**config.mk**
```make
export PLATFORM = sky130hd
export DESIGN_NAME = key_conditioner
export DESIGN_NICKNAME = d
export VERILOG_FILES = /design/src/rtl/key_conditioner.sv
export SDC_FILE = /design/constraint.sdc
export NUM_CORES = 1
export LEC_CHECK = 0
export BUFFER_PORTS_ARGS = -buffer_cell sky130_fd_sc_hd__buf_2
export CAP_MARGIN = 30
export CORE_MARGIN = 3
export CORE_UTILIZATION = 52
export CTS_CLUSTER_SIZE = 28
export DETAILED_ROUTE_END_ITERATION = 8
export GPL_ROUTABILITY_DRIVEN = 0
export GPL_TIMING_DRIVEN = 0
export MAX_ROUTING_LAYER = met4
export PLACE_DENSITY = 0.86
export SYNTH_ARGS = -nofsm -noshare
export SYNTH_HDL_FRONTEND = slang
export SYNTH_SLANG_ARGS = --single-unit
```
**constraint.sdc**
```tcl
create_clock -name Clk -period 1.7 [get_ports Clk]
set_clock_uncertainty 0.05 [all_clocks]
set_input_delay 0.34 -clock Clk [delete_from_list [all_inputs] [get_ports Clk]]
set_output_delay 0.34 -clock Clk [all_outputs]
set_load 0.02 [all_outputs]
```
**src/rtl/key_conditioner.sv**
```systemverilog
// Conditions the multiplier front-panel inputs: synchronizes switches and keys,
// debounces both keys and turns press edges into single-cycle strobes gated by a small FSM.
module key_conditioner #(
  parameter int unsigned DB_CYCLES = 16
) (
  input  logic       Clk,
  input  logic       Reset,
  input  logic       Run_n,
  input  logic       ClearA_LoadB_n,
  input  logic [7:0] SW,
  input  logic       Done,
  output logic [7:0] SW_sync,
  output logic       Run_pulse,
  output logic       LoadB_pulse,
  output logic       Busy
);

  localparam int unsigned   CW      = $clog2(DB_CYCLES + 1);
  localparam logic [CW-1:0] CNT_MAX = CW'(DB_CYCLES);
  localparam int            RUN     = 0;
  localparam int            LOAD    = 1;

  typedef enum logic [1:0] {
    IDLE,
    BUSY,
    WAIT_RELEASE
  } state_t;

  logic [7:0]    swMeta_q;
  logic [7:0]    swSync_q;
  logic [1:0]    keyRaw;
  logic [1:0]    keyMeta_q;
  logic [1:0]    keySync_q;
  logic [1:0]    deb_q;
  logic [1:0]    deb_d;
  logic [1:0]    debPrev_q;
  logic [1:0]    pressEdge;
  logic [CW-1:0] cnt_q [2];
  logic [CW-1:0] cnt_d [2];
  state_t        state_q;
  logic          runPulse_q;
  logic          loadPulse_q;
  logic          busy_q;

  assign keyRaw = {ClearA_LoadB_n, Run_n};

  always_ff @(posedge Clk or negedge Reset) begin
    if (!Reset) begin
      swMeta_q  <= 8'h00;
      swSync_q  <= 8'h00;
      keyMeta_q <= 2'b11;
      keySync_q <= 2'b11;
    end else begin
      swMeta_q  <= SW;
      swSync_q  <= swMeta_q;
      keyMeta_q <= keyRaw;
      keySync_q <= keyMeta_q;
    end
  end

  // The counter is allowed to sit at DB_CYCLES for one cycle before the level
  // is taken, which gives the DB_CYCLES+3 raw-edge-to-strobe latency.
  always_comb begin
    deb_d = deb_q;
    for (int k = 0; k < 2; k++) begin
      cnt_d[k] = '0;
      if (keySync_q[k] != deb_q[k]) begin
        if (cnt_q[k] == CNT_MAX) begin
          deb_d[k] = keySync_q[k];
        end else begin
          cnt_d[k] = cnt_q[k] + CW'(1);
        end
      end
    end
  end

  always_ff @(posedge Clk or negedge Reset) begin
    if (!Reset) begin
      deb_q     <= 2'b11;
      debPrev_q <= 2'b11;
      cnt_q[0]  <= '0;
      cnt_q[1]  <= '0;
    end else begin
      deb_q     <= deb_d;
      debPrev_q <= deb_q;
      cnt_q[0]  <= cnt_d[0];
      cnt_q[1]  <= cnt_d[1];
    end
  end

  assign pressEdge = debPrev_q & ~deb_q;

  // Done is ignored while Run_pulse is still high so a stale Done from the
  // previous operation cannot end the new one.
  always_ff @(posedge Clk or negedge Reset) begin
    if (!Reset) begin
      state_q     <= IDLE;
      runPulse_q  <= 1'b0;
      loadPulse_q <= 1'b0;
      busy_q      <= 1'b0;
    end else begin
      runPulse_q  <= 1'b0;
      loadPulse_q <= 1'b0;
      case (state_q)
        IDLE: begin
          if (pressEdge[LOAD]) begin
            loadPulse_q <= 1'b1;
          end else if (pressEdge[RUN]) begin
            runPulse_q <= 1'b1;
            busy_q     <= 1'b1;
            state_q    <= BUSY;
          end
        end
        BUSY: begin
          if (Done && !runPulse_q) begin
            busy_q  <= 1'b0;
            state_q <= deb_q[RUN] ? IDLE : WAIT_RELEASE;
          end
        end
        WAIT_RELEASE: begin
          if (deb_q[RUN]) begin
            state_q <= IDLE;
          end
        end
        default: begin
          busy_q  <= 1'b0;
          state_q <= IDLE;
        end
      endcase
    end
  end

  assign SW_sync     = swSync_q;
  assign Run_pulse   = runPulse_q;
  assign LoadB_pulse = loadPulse_q;
  assign Busy        = busy_q;

endmodule

```
* Word level (Yosys, flattened, before mapping)
Cells that the tools add are included.
Storage, ports and cells: register bits 39, input bits 13, logic and storage cells 54
Operators by class: $add $sub $neg 2, eq/ne operators 10, muxes and demuxes 19, bitwise gates (word level) 3, reduce and logical (&&, ||, !) cells 7
Operators by type and width (count):
- 5-bit two-way mux | 4
- 5-bit by 1-bit adder with 5-bit output (second input constant) | 2
- 5-bit == test (second input constant) | 2
- 2-bit two-way mux | 5
- 1-bit two-way mux | 8
- 2-bit != test (second input constant) | 4
- 4-bit AND reduction | 2
- 2-bit case mux with 3 select lines | 1
- 2-bit AND reduction | 2
- 1-bit case mux with 3 select lines | 1
- 2-bit AND | 1
- 2-bit by 1-bit == test with 1-bit output (second input constant) | 1
- 2-bit == test (second input constant) | 1
- 2-bit zero test | 1
- 1-bit != test | 2
- 2-bit NOT | 1
- 1-bit logical AND | 1
- 1-bit zero test | 1
- 1-bit NOT | 1

* Depth between registers and ports, before layout
Gate-level depths: netlist of run 1.
word-level depth 5, depth in mapped cells 5, mapped depth without buffers 5

* Least setup slack after synthesis of run 1
Ideal clock, no wire load.
path kind register to register, start reg debPrev_q[0], end reg busy_q, in the netlist Busy, library setup time 0.064 ns, arrival time 1.158 ns, required time 1.586 ns, slack 0.428 ns, stages on the path, launching flop included 4, buffers on the path 0, clock period less this slack 1.272 ns, cells stage by stage dfstp_2 > or4b_1 > a21oi_2 > a21o_1
Between the ends: word-level cells in the longest chain between the ends 3
RTL lines:
- from (decl) | line 36 | logic [1:0] debPrev_q;
- from (signal assigned) | line 85 | debPrev_q <= deb_q;
- 2-bit AND | line 91 | assign pressEdge = debPrev_q & ~deb_q;
- 2-bit != test (no source line)
- 4-bit AND reduction (no source line)
- to (signal assigned) | line 100 | busy_q <= 1'b0;
- to (signal assigned) | line 110 | busy_q <= 1'b1;
- to (signal assigned) | line 116 | busy_q <= 1'b0;
- to (decl) | line 43 | logic busy_q;
No other way between the ends. A chain may end at the register's enable or synchronous reset.

* Final worst setup path of run 1
start reg state_q[1], end reg state_q[0]
Between the ends: word-level cells in the longest chain between the ends 3
RTL lines:
- from (decl) | line 40 | state_t state_q;
- from (signal assigned) | line 117 | state_q <= deb_q[RUN] ? IDLE : WAIT_RELEASE;
- 2-bit == test (tied with other cells) | line 104 | case (state_q)
- 2-bit != test (no source line)
- 4-bit AND reduction (no source line)
Parallel ways exist; a longest one is shown, timed or not.

==> results of run 1 <==
[final cells by class]
class / instances / area (sq um)
multi-input combinational: 43 / 313
fill: 160 / 743
inverter: 5 / 18.8
sequential: 39 / 986
clock buffer: 6 / 51.3
timing repair buffer: 23 / 115
tap: 28 / 35.0
clock inverter: 2 / 35.0
[layout by cell type, fill, tap and decap left out, drive strengths merged]
master / instances
dfrtp: 31
buf: 23
nor2: 9
dfstp: 8
xor2: 6
clkbuf: 6
inv: 5
nand3: 4
ha: 4
nand4bb: 2
nand2: 2
xnor2: 2
and2: 2
a21o: 2
mux2: 2
a21oi: 2
nor4b: 1
or4b: 1
nor2b: 1
nand3b: 1
or2b: 1
o21ai: 1
bufinv: 1
clkinv: 1
[per-stage QoR]
stage          hold slack (ps)  area, sq um   util
6_report                  32.1         1550  0.676
5_1_grt                   14.3         1550  0.676
4_1_cts                   25.6         1550  0.676
3_5_place_dp               286         1470  0.639
3_3_place_gp               283         1470  0.639
2_1_floorplan            -5.59         1320      -
[logic make-up after synthesis]
| group | count (synthesis) | share of synthesized area |
|---|---|---|
| multiplexers | 2 | 0.0171 |
| adder cells (fa/ha/maj) | 4 | 0.0380 |
| XOR/XNOR | 8 | 0.0532 |
| AND/OR/NAND/NOR | 24 | 0.104 |
| flip-flops | 39 | 0.748 |
| buffers and inverters | 5 | 0.0142 |
| AO/OA/AOI/OAI | 5 | 0.0256 |
[power by group]
| part | internal [mW] | total, mW | switching (mW) |
|---|---|---|---|
| clock network | 0.348 | 0.623 | 0.276 |
| registers | 0.967 | 0.987 | 0.0196 |
| logic | 0.0328 | 0.0861 | 0.0534 |
[flip-flops by register name, summed over array words and instances (netlist names), 2 cells and up]
register   cells
SW_sync        8
swMeta_q       8
keySync_q      2
debPrev_q      2
cnt_q         10
state_q        2
deb_q          2
keyMeta_q      2
[metal layers]
metal  global-route usage  share of wire
met1                0.169           0.39
met2                0.250           0.52
met3               0.0483          0.068
met4               0.0814          0.026
met5                    -              0
[path summary, 6_finish.rpt]
| path | slack (ps) | cells past startpoint | end |
|---|---|---|---|
| setup reg to reg | 320 | 3 | state_q[0]$_DFFE_PN0P_ |
| setup / recovery | 320 | 3 | state_q[0]$_DFFE_PN0P_ |
| hold reg to reg | 310 | 0 | SW_sync[5]$_DFF_PN0_ |
| max in group asynchronous | 1070 | 1 | SW_sync[4]$_DFF_PN0_ |
| min in group Clk | 40 | 1 | keyMeta_q[1]$_DFF_PN1_ |
| hold / removal | 30 | 1 | cnt_q[8]$_DFF_PN0_ |
==> results.py, run 1 <==
metrics = {
    "outcome": {
        "status": "complete, no violations",
    },
    "critical_path": {
        "required_ps": 1930,
        "rr_startpoint": "state_q[1]$_DFFE_PN0P_",
        "max_stage_delay_ps": 560,
        "crit_path_max_fanout": 6,
        "critical_path_buf_inv_count": 0,
        "crit_start": "state_q[1]$_DFFE_PN0P_",
        "path_cells": "or4b_1 -> a21oi_2 -> a21o_1",
        "critPathLaunchType": "flip-flop",
        "cp-end-kind": "flip-flop",
        "path_class": "reg2reg",
        "cp_data_arrival_time_ps": 1610,
        "cp_slowest_cell": "or4b_1",
        "crit_family": "simple AND/OR/NAND/NOR gates",
    },
    "global_route": {
        "grt_first_pass_wirelength_um": 3510,
        "gr-total-overflow": 0,
        "grt_usage": 0.154,
        "grt_max_degree": 40,
        "first_global_vias": 804,
        "antenna_found_initial": 0,
    },
    "yosys": {
        "synth_fp_nets": 104,
        "synth_area_leader_cell": "dfrtp_1",
        "async_reset_ff_frac": 1.00,
        "syn_area_sq_um": 1320,
        "ys_top_cells_by_count": "dfrtp_1 (31), nor2_1 (9), dfstp_2 (8)",
        "netlist_instances": 87,
        "synth_ff_type": "dfrtp_1",
        "syn_area_per_cell_sq_um": 15.1,
        "ys_warn_count": 0,
        "yosysTopAreaCellShare": 0.589,
        "yosysSeqAreaShare": 0.748,
        "synthMostInstantiatedCell": "dfrtp_1",
        "synth_area_leaders": "dfrtp_1 (59%), dfstp_2 (16%), xor2_1 (4.0%)",
        "ys_seq_elements": 39,
        "synth_edf_count": 0,
        "synth_cell_types": 21,
    },
    "die": {
        "dieArea_sq_um": 3170,
        "num_rows": 17,
        "io_pins": 24,
        "die_h_um": 56.3,
        "start_util": 0.574,
        "die_w_um": 56.3,
        "design.core.area_sq_um": 2300,
    },
    "run": {
        "cap_violations": 0,
    },
    "timing": {
        "slew_viol_final": 0,
        "slew_headroom": 0.471,
        "fin_crit_ps": 1380,
        "tightest_slew_ps": 793,
        "fmax_mhz": 727,
        "worst_slack_ps": 324,
        "min_period_over_period": 0.809,
        "setup_violations": 0,
        "tns_ps": 0,
        "timing.final.hold_violations": 0,
        "rsz0062_at_grt": "false",
    },
    "placement": {
        "hpwlAfterDp_um": 1390,
        "pre_cts_slack_ps": 349,
        "port_buffers": 23,
        "dp_cells": 138,
    },
    "detailed_routing": {
        "wl_um": 1940,
        "wl_per_cell_um": 13.3,
        "vias": 736,
        "drc": 0,
        "viasPerCell": 5.04,
        "antenna_left": 0,
        "drt_iter0_drc": 13,
        "drt_first_pass_iters": 4,
    },
    "clocking": {
        "postCtsSetupBuffers": 0,
        "postCtsResizedCells": 0,
        "cts_tree": "done",
        "clk_pin_slew_ps": 110,
        "hold_buffers": 0,
        "worstSkewPairLatency_ps": 330,
        "cts_root_buf": "clkbuf_4",
        "cts.sinks": 39,
        "clockBufferDepth": 2,
        "numCtsBuffers": 5,
        "cts_max_level": 2,
    },
    "pwr": {
        "total_power_mw": 1.70,
        "leakagePower_nw": 0.771,
        "power_per_cell_area_nw_per_um2": 1090,
        "max-vdd-ir-drop_v": 0.000778,
    },
    "finish": {
        "num-nets-final": 134,
        "stdcell_count": 146,
        "syn_to_final_growth_pct": 17.9,
        "n_antenna_cell": 0,
        "drive_gt1_frac": 0.356,
    },
    "worst_hold_path": {
        "min_path_type": "in2async",
    },
}
Power figures use the tool's default switching activity.
==> inputs of run 2 (changes only) <==
ABC_AREA = 1   (was unset)
CORE_UTILIZATION = 48   (was 52)
PLACE_DENSITY = 0.84   (was 0.86)
clock period = 1.23 ns   (was 1.7 ns; I/O delays follow)
==> results.py, run 2 <==
metrics = {
    "critical_path": {
        "cp_data_arrival_time_ps": 890,
        "crit_path_max_fanout": 1,
        "required_ps": 930,
        "cp-end-kind": "output pin",
        "path_class": "reg2out",
        "critPathLaunchType": "flip-flop",
        "critical_path_buf_inv_count": 1,
        "rr_startpoint": "cnt_q[0]$_DFF_PN0_",
        "max_stage_delay_ps": 390,
        "worst_r2r_path_depth": 5,
        "cp_slowest_cell": "dfrtp_1",
        "path_cells": "buf_2",
        "reg2reg_slack_ps": 60,
        "crit_family": "flip-flops",
        "r2r-end": "cnt_q[4]$_DFF_PN0_",
    },
    "clocking": {
        "numCtsBuffers": 5,
        "worstSkewPairLatency_ps": 340,
        "cts_tree": "done",
        "clk_pin_slew_ps": 110,
        "clockBufferDepth": 2,
        "cts_root_buf": "clkbuf_4",
        "cts_max_level": 2,
        "cts.sinks": 39,
    },
    "timing": {
        "fmax_mhz": 846,
        "setup_violations": 0,
        "timing.final.hold_violations": 0,
        "tightest_slew_ps": 499,
        "slew_viol_final": 0,
        "tns_ps": 0,
        "fin_crit_ps": 1180,
        "min_period_over_period": 0.961,
        "slew_headroom": 0.668,
    },
    "global_route": {
        "antenna_found_initial": 0,
        "grt_max_degree": 40,
        "first_global_vias": 985,
        "grt_first_pass_wirelength_um": 3850,
        "grt_usage": 0.156,
        "gr-total-overflow": 0,
    },
    "yosys": {
        "synth_cell_types": 14,
        "synthAdderAreaFrac": 0.0365,
        "synth_top_family_by_area": "simple AND/OR/NAND/NOR gates",
        "async_reset_ff_frac": 1.00,
        "synth-simple-area-share": 0.160,
        "synth_ff_type": "dfrtp_1",
        "syn_area_sq_um": 1370,
        "syn_area_per_cell_sq_um": 11.4,
        "synth_area_leader_cell": "dfrtp_1",
        "synthMostInstantiatedCell": "dfrtp_1",
        "ys_warn_count": 0,
        "synthXorXnorAreaFrac": 0.0191,
        "synth_compound_area_frac": 0.0109,
        "yosysTopAreaCellShare": 0.565,
        "synth_fp_nets": 137,
        "ys_top_cells_by_count": "dfrtp_1 (31), nand2_1 (24), inv_1 (20)",
        "yosysSeqAreaShare": 0.718,
        "synth_area_leaders": "dfrtp_1 (57%), dfstp_2 (15%), nand2_1 (6.6%)",
        "synth.area.mux_share": 0,
        "synth_edf_count": 0,
        "ys_seq_elements": 39,
        "netlist_instances": 120,
    },
    "detailed_routing": {
        "highest_layer": "met4",
        "vias": 945,
        "drc": 0,
        "drt_iter0_drc": 32,
        "met1_length_um": 979,
        "antenna_left": 0,
        "drt_first_pass_iters": 4,
        "wl_per_cell_um": 12.4,
        "wl_met3_um": 125,
        "viasPerCell": 4.92,
        "wl_um": 2380,
        "wl_met2_um": 1220,
    },
    "worst_hold_path": {
        "min_path_type": "in2reg",
        "worstHoldStart": "Done",
        "whs_path_depth": 3,
        "whs_endpoint": "state_q[1]$_DFFE_PN0P_",
    },
    "pwr": {
        "max-vdd-ir-drop_v": 0.00105,
        "leakagePower_nw": 0.878,
        "power_per_cell_area_nw_per_um2": 1380,
    },
    "outcome": {
        "status": "complete, no violations",
    },
    "die": {
        "num_rows": 18,
        "design.core.area_sq_um": 2590,
        "io_pins": 24,
        "die_h_um": 59.5,
        "start_util": 0.530,
        "dieArea_sq_um": 3540,
        "die_w_um": 59.5,
    },
    "finish": {
        "layout_common_cells": "dfrtp_1 (31), nand2_1 (22), buf_2 (22), inv_1 (20), nor2_1 (12)",
        "n_antenna_cell": 0,
        "fin_area_sq_um": 1750,
        "drive_gt1_frac": 0.290,
        "largest-register": "cnt_q",
        "num-nets-final": 178,
        "syn_to_final_growth_pct": 27.4,
        "largest_reg_flops": 10,
        "mostFrequentLayoutCell": "dfrtp_1",
    },
    "run": {
        "cap_violations": 0,
    },
    "placement": {
        "post_dp_cell_area_sq_um": 1530,
        "hpwlAfterDp_um": 1470,
        "port_buffers": 23,
    },
}
[run 2: what timing repair did]
item,CTS,global route
gates resized for setup,0,9
hold endpoints to repair,41,0
hold buffers,11,0
buffers inserted,0,0
endpoints found under the setup margin,0,38
[run 2: where the power goes]
part           internal (mW)  switching (mW)
sequential              1.34          0.0323
combinational         0.0715          0.0902
clock                  0.480           0.394
[run 2: worst max-delay path by stage]
stage / startpoint / to / slack [ps] / cells past startpoint
6_report: SW_sync[2]$_DFF_PN0_ / SW_sync[2] / 50 / 1
5_1_grt: cnt_q[0]$_DFF_PN0_ / cnt_q[4]$_DFF_PN0_ / -5 / 5
4_1_cts: cnt_q[0]$_DFF_PN0_ / cnt_q[4]$_DFF_PN0_ / 20 / 7
3_5_place_dp: cnt_q[0]$_DFF_PN0_ / cnt_q[4]$_DFF_PN0_ / 50 / 7
3_3_place_gp: cnt_q[0]$_DFF_PN0_ / cnt_q[0]$_DFF_PN0_ / 120 / 7
2_1_floorplan: cnt_q[0]$_DFF_PN0_ / cnt_q[4]$_DFF_PN0_ / 190 / 7
[run 2: cells by family (layout without fill, tap and decap cells)]
kind of cell    Yosys count  after routing
compound gates            3              3
xor+xnor                  3              3
fa+ha+maj                 4              4
buf+inv                  20             62
flops                    39             39
simple gates             51             51
[run 2: metrics by stage]
step                      hold slack (ps)  setup slack, ps  cells   util  total power, mW
final                                 116             48.1    192  0.675             2.41
after global placement                282              121    173  0.589             1.51
after CTS                             101             20.6    192  0.665             2.43
after detailed placement              286             50.4    173  0.589             1.52
after global routing                  126            -5.40    192  0.675             2.52
after floorplan                     -99.6              194    120      -             1.45
[run 2: routing by layer]
layer,vias up,GRT usage
li1,450,-
met1,454,0.167
met2,34,0.257
met3,7,0.0479
met4,0,0.0841
met5,-,-
[run 2: final cells by class]
class / count / area [sq um]
clock buffer: 6 / 51.3
clock inverter: 2 / 35.0
fill: 180 / 841
inverter: 20 / 75.1
multi-input combinational: 61 / 337
sequential: 39 / 986
tap: 30 / 37.5
timing repair buffer: 34 / 228
==> inputs of run 3 (changes only) <==
RECOVER_POWER = 50   (was unset)
REMOVE_ABC_BUFFERS = 1   (was unset)
==> results.py, run 3 (synthesis results as in run 2) <==
metrics = {
    "timing": {
        "tns_ps": 0,
        "worst_slack_ps": 49.3,
        "setup_violations": 0,
        "min_period_over_period": 0.960,
        "slew_headroom": 0.670,
        "timing.final.hold_violations": 0,
        "holdWs_ps": 117,
        "tightest_slew_ps": 496,
        "slew_viol_final": 0,
        "fin_crit_ps": 1180,
        "fmax_mhz": 847,
    },
    "placement": {
        "hpwlAfterDp_um": 1470,
        "post_dp_cell_area_sq_um": 1530,
        "dp_cells": 173,
        "pre_cts_slack_ps": 50.4,
        "port_buffers": 23,
    },
    "finish": {
        "num-nets-final": 178,
        "seq_area_sq_um": 986,
        "fin_area_sq_um": 1750,
        "n_antenna_cell": 0,
        "largest-register": "cnt_q",
        "drive_gt1_frac": 0.284,
        "multi_input_area_sq_um": 337,
        "mostFrequentLayoutCell": "dfrtp_1",
        "post-route-util": 0.675,
        "largest_reg_flops": 10,
        "fillers": 180,
        "syn_to_final_growth_pct": 27.4,
        "stdcell_count": 192,
        "layout_common_cells": "dfrtp_1 (31), nand2_1 (22), buf_2 (22), inv_1 (20), nor2_1 (12)",
    },
    "global_route": {
        "first_global_vias": 985,
        "grt_usage": 0.156,
        "grt_max_degree": 40,
        "grt_first_pass_wirelength_um": 3850,
        "gr-total-overflow": 0,
        "antenna_found_initial": 0,
    },
    "outcome": {
        "status": "complete, no violations",
    },
    "detailed_routing": {
        "vias": 946,
        "viasPerCell": 4.93,
        "wl_per_cell_um": 12.4,
        "drc": 0,
        "antenna_left": 0,
        "drt_first_pass_iters": 4,
        "drt_iter0_drc": 32,
        "wl_um": 2380,
    },
    "critical_path": {
        "cp_data_arrival_time_ps": 880,
        "path_class": "reg2out",
        "cp-end-kind": "output pin",
        "crit_path_max_fanout": 1,
        "required_ps": 930,
        "critPathLaunchType": "flip-flop",
        "max_stage_delay_ps": 390,
        "cp_slowest_cell": "dfrtp_1",
        "worst_r2r_path_depth": 5,
        "critical_path_buf_inv_count": 1,
        "crit_family": "flip-flops",
        "path_cells": "buf_2",
        "path_depth": 1,
    },
    "clocking": {
        "cts_tree": "done",
        "clk_pin_slew_ps": 110,
        "cts_max_level": 2,
        "clockBufferDepth": 2,
        "numCtsBuffers": 5,
        "postCtsSetupBuffers": 0,
        "cts.sinks": 39,
        "cts_root_buf": "clkbuf_4",
        "worstSkewPairLatency_ps": 340,
    },
    "die": {
        "die_h_um": 59.5,
        "start_util": 0.530,
        "die_w_um": 59.5,
        "num_rows": 18,
        "io_pins": 24,
        "dieArea_sq_um": 3540,
        "design.core.area_sq_um": 2590,
    },
    "pwr": {
        "total_power_mw": 2.40,
        "power_per_cell_area_nw_per_um2": 1370,
        "max-vdd-ir-drop_v": 0.00105,
        "leakagePower_nw": 0.879,
    },
    "worst_hold_path": {
        "whs_path_depth": 3,
        "min_path_type": "in2reg",
    },
    "run": {
        "cap_violations": 0,
    },
}
==> run 3: cell type report <==
cell class,instances,share of cell area
Inverter,20,0.0429
Tap cell,30,0.0215
Timing Repair Buffer,34,0.130
Sequential cell,39,0.564
Clock buffer,6,0.0293
Clock inverter,2,0.0200
Multi-Input combinational cell,61,0.192
==> run 3: what timing repair did <==
| action | CTS | global route |
|---|---|---|
| endpoints found under the setup margin | 0 | 38 |
| hold buffers | 11 | 0 |
| gates resized for setup | 0 | 9 |
| endpoints found under the hold margin | 41 | 0 |
==> run 3: report_power, final <==
group          internal, mW  switching (mW)
clock network         0.480           0.392
logic                0.0715          0.0901
registers              1.34          0.0324
total                  1.89           0.515
==> run 3: worst paths after layout <==
check | to | startpoint | slack, ps
max in group asynchronous | keySync_q[0]$_DFF_PN1_ | Reset | 380
min in group asynchronous | state_q[1]$_DFFE_PN0P_ | Reset | 370
max | SW_sync[2] | SW_sync[2]$_DFF_PN0_ | 50
min | state_q[1]$_DFFE_PN0P_ | Done | 120
max reg2reg | cnt_q[4]$_DFF_PN0_ | cnt_q[0]$_DFF_PN0_ | 60
min reg2reg | SW_sync[7]$_DFF_PN0_ | swMeta_q[7]$_DFF_PN0_ | 310
==> run 3: per-layer routing <==
layer / GRT usage / share of wire
met1: 0.167 / 0.41
met2: 0.257 / 0.51
met3: 0.0479 / 0.052
met4: 0.0841 / 0.022
met5: - / 0
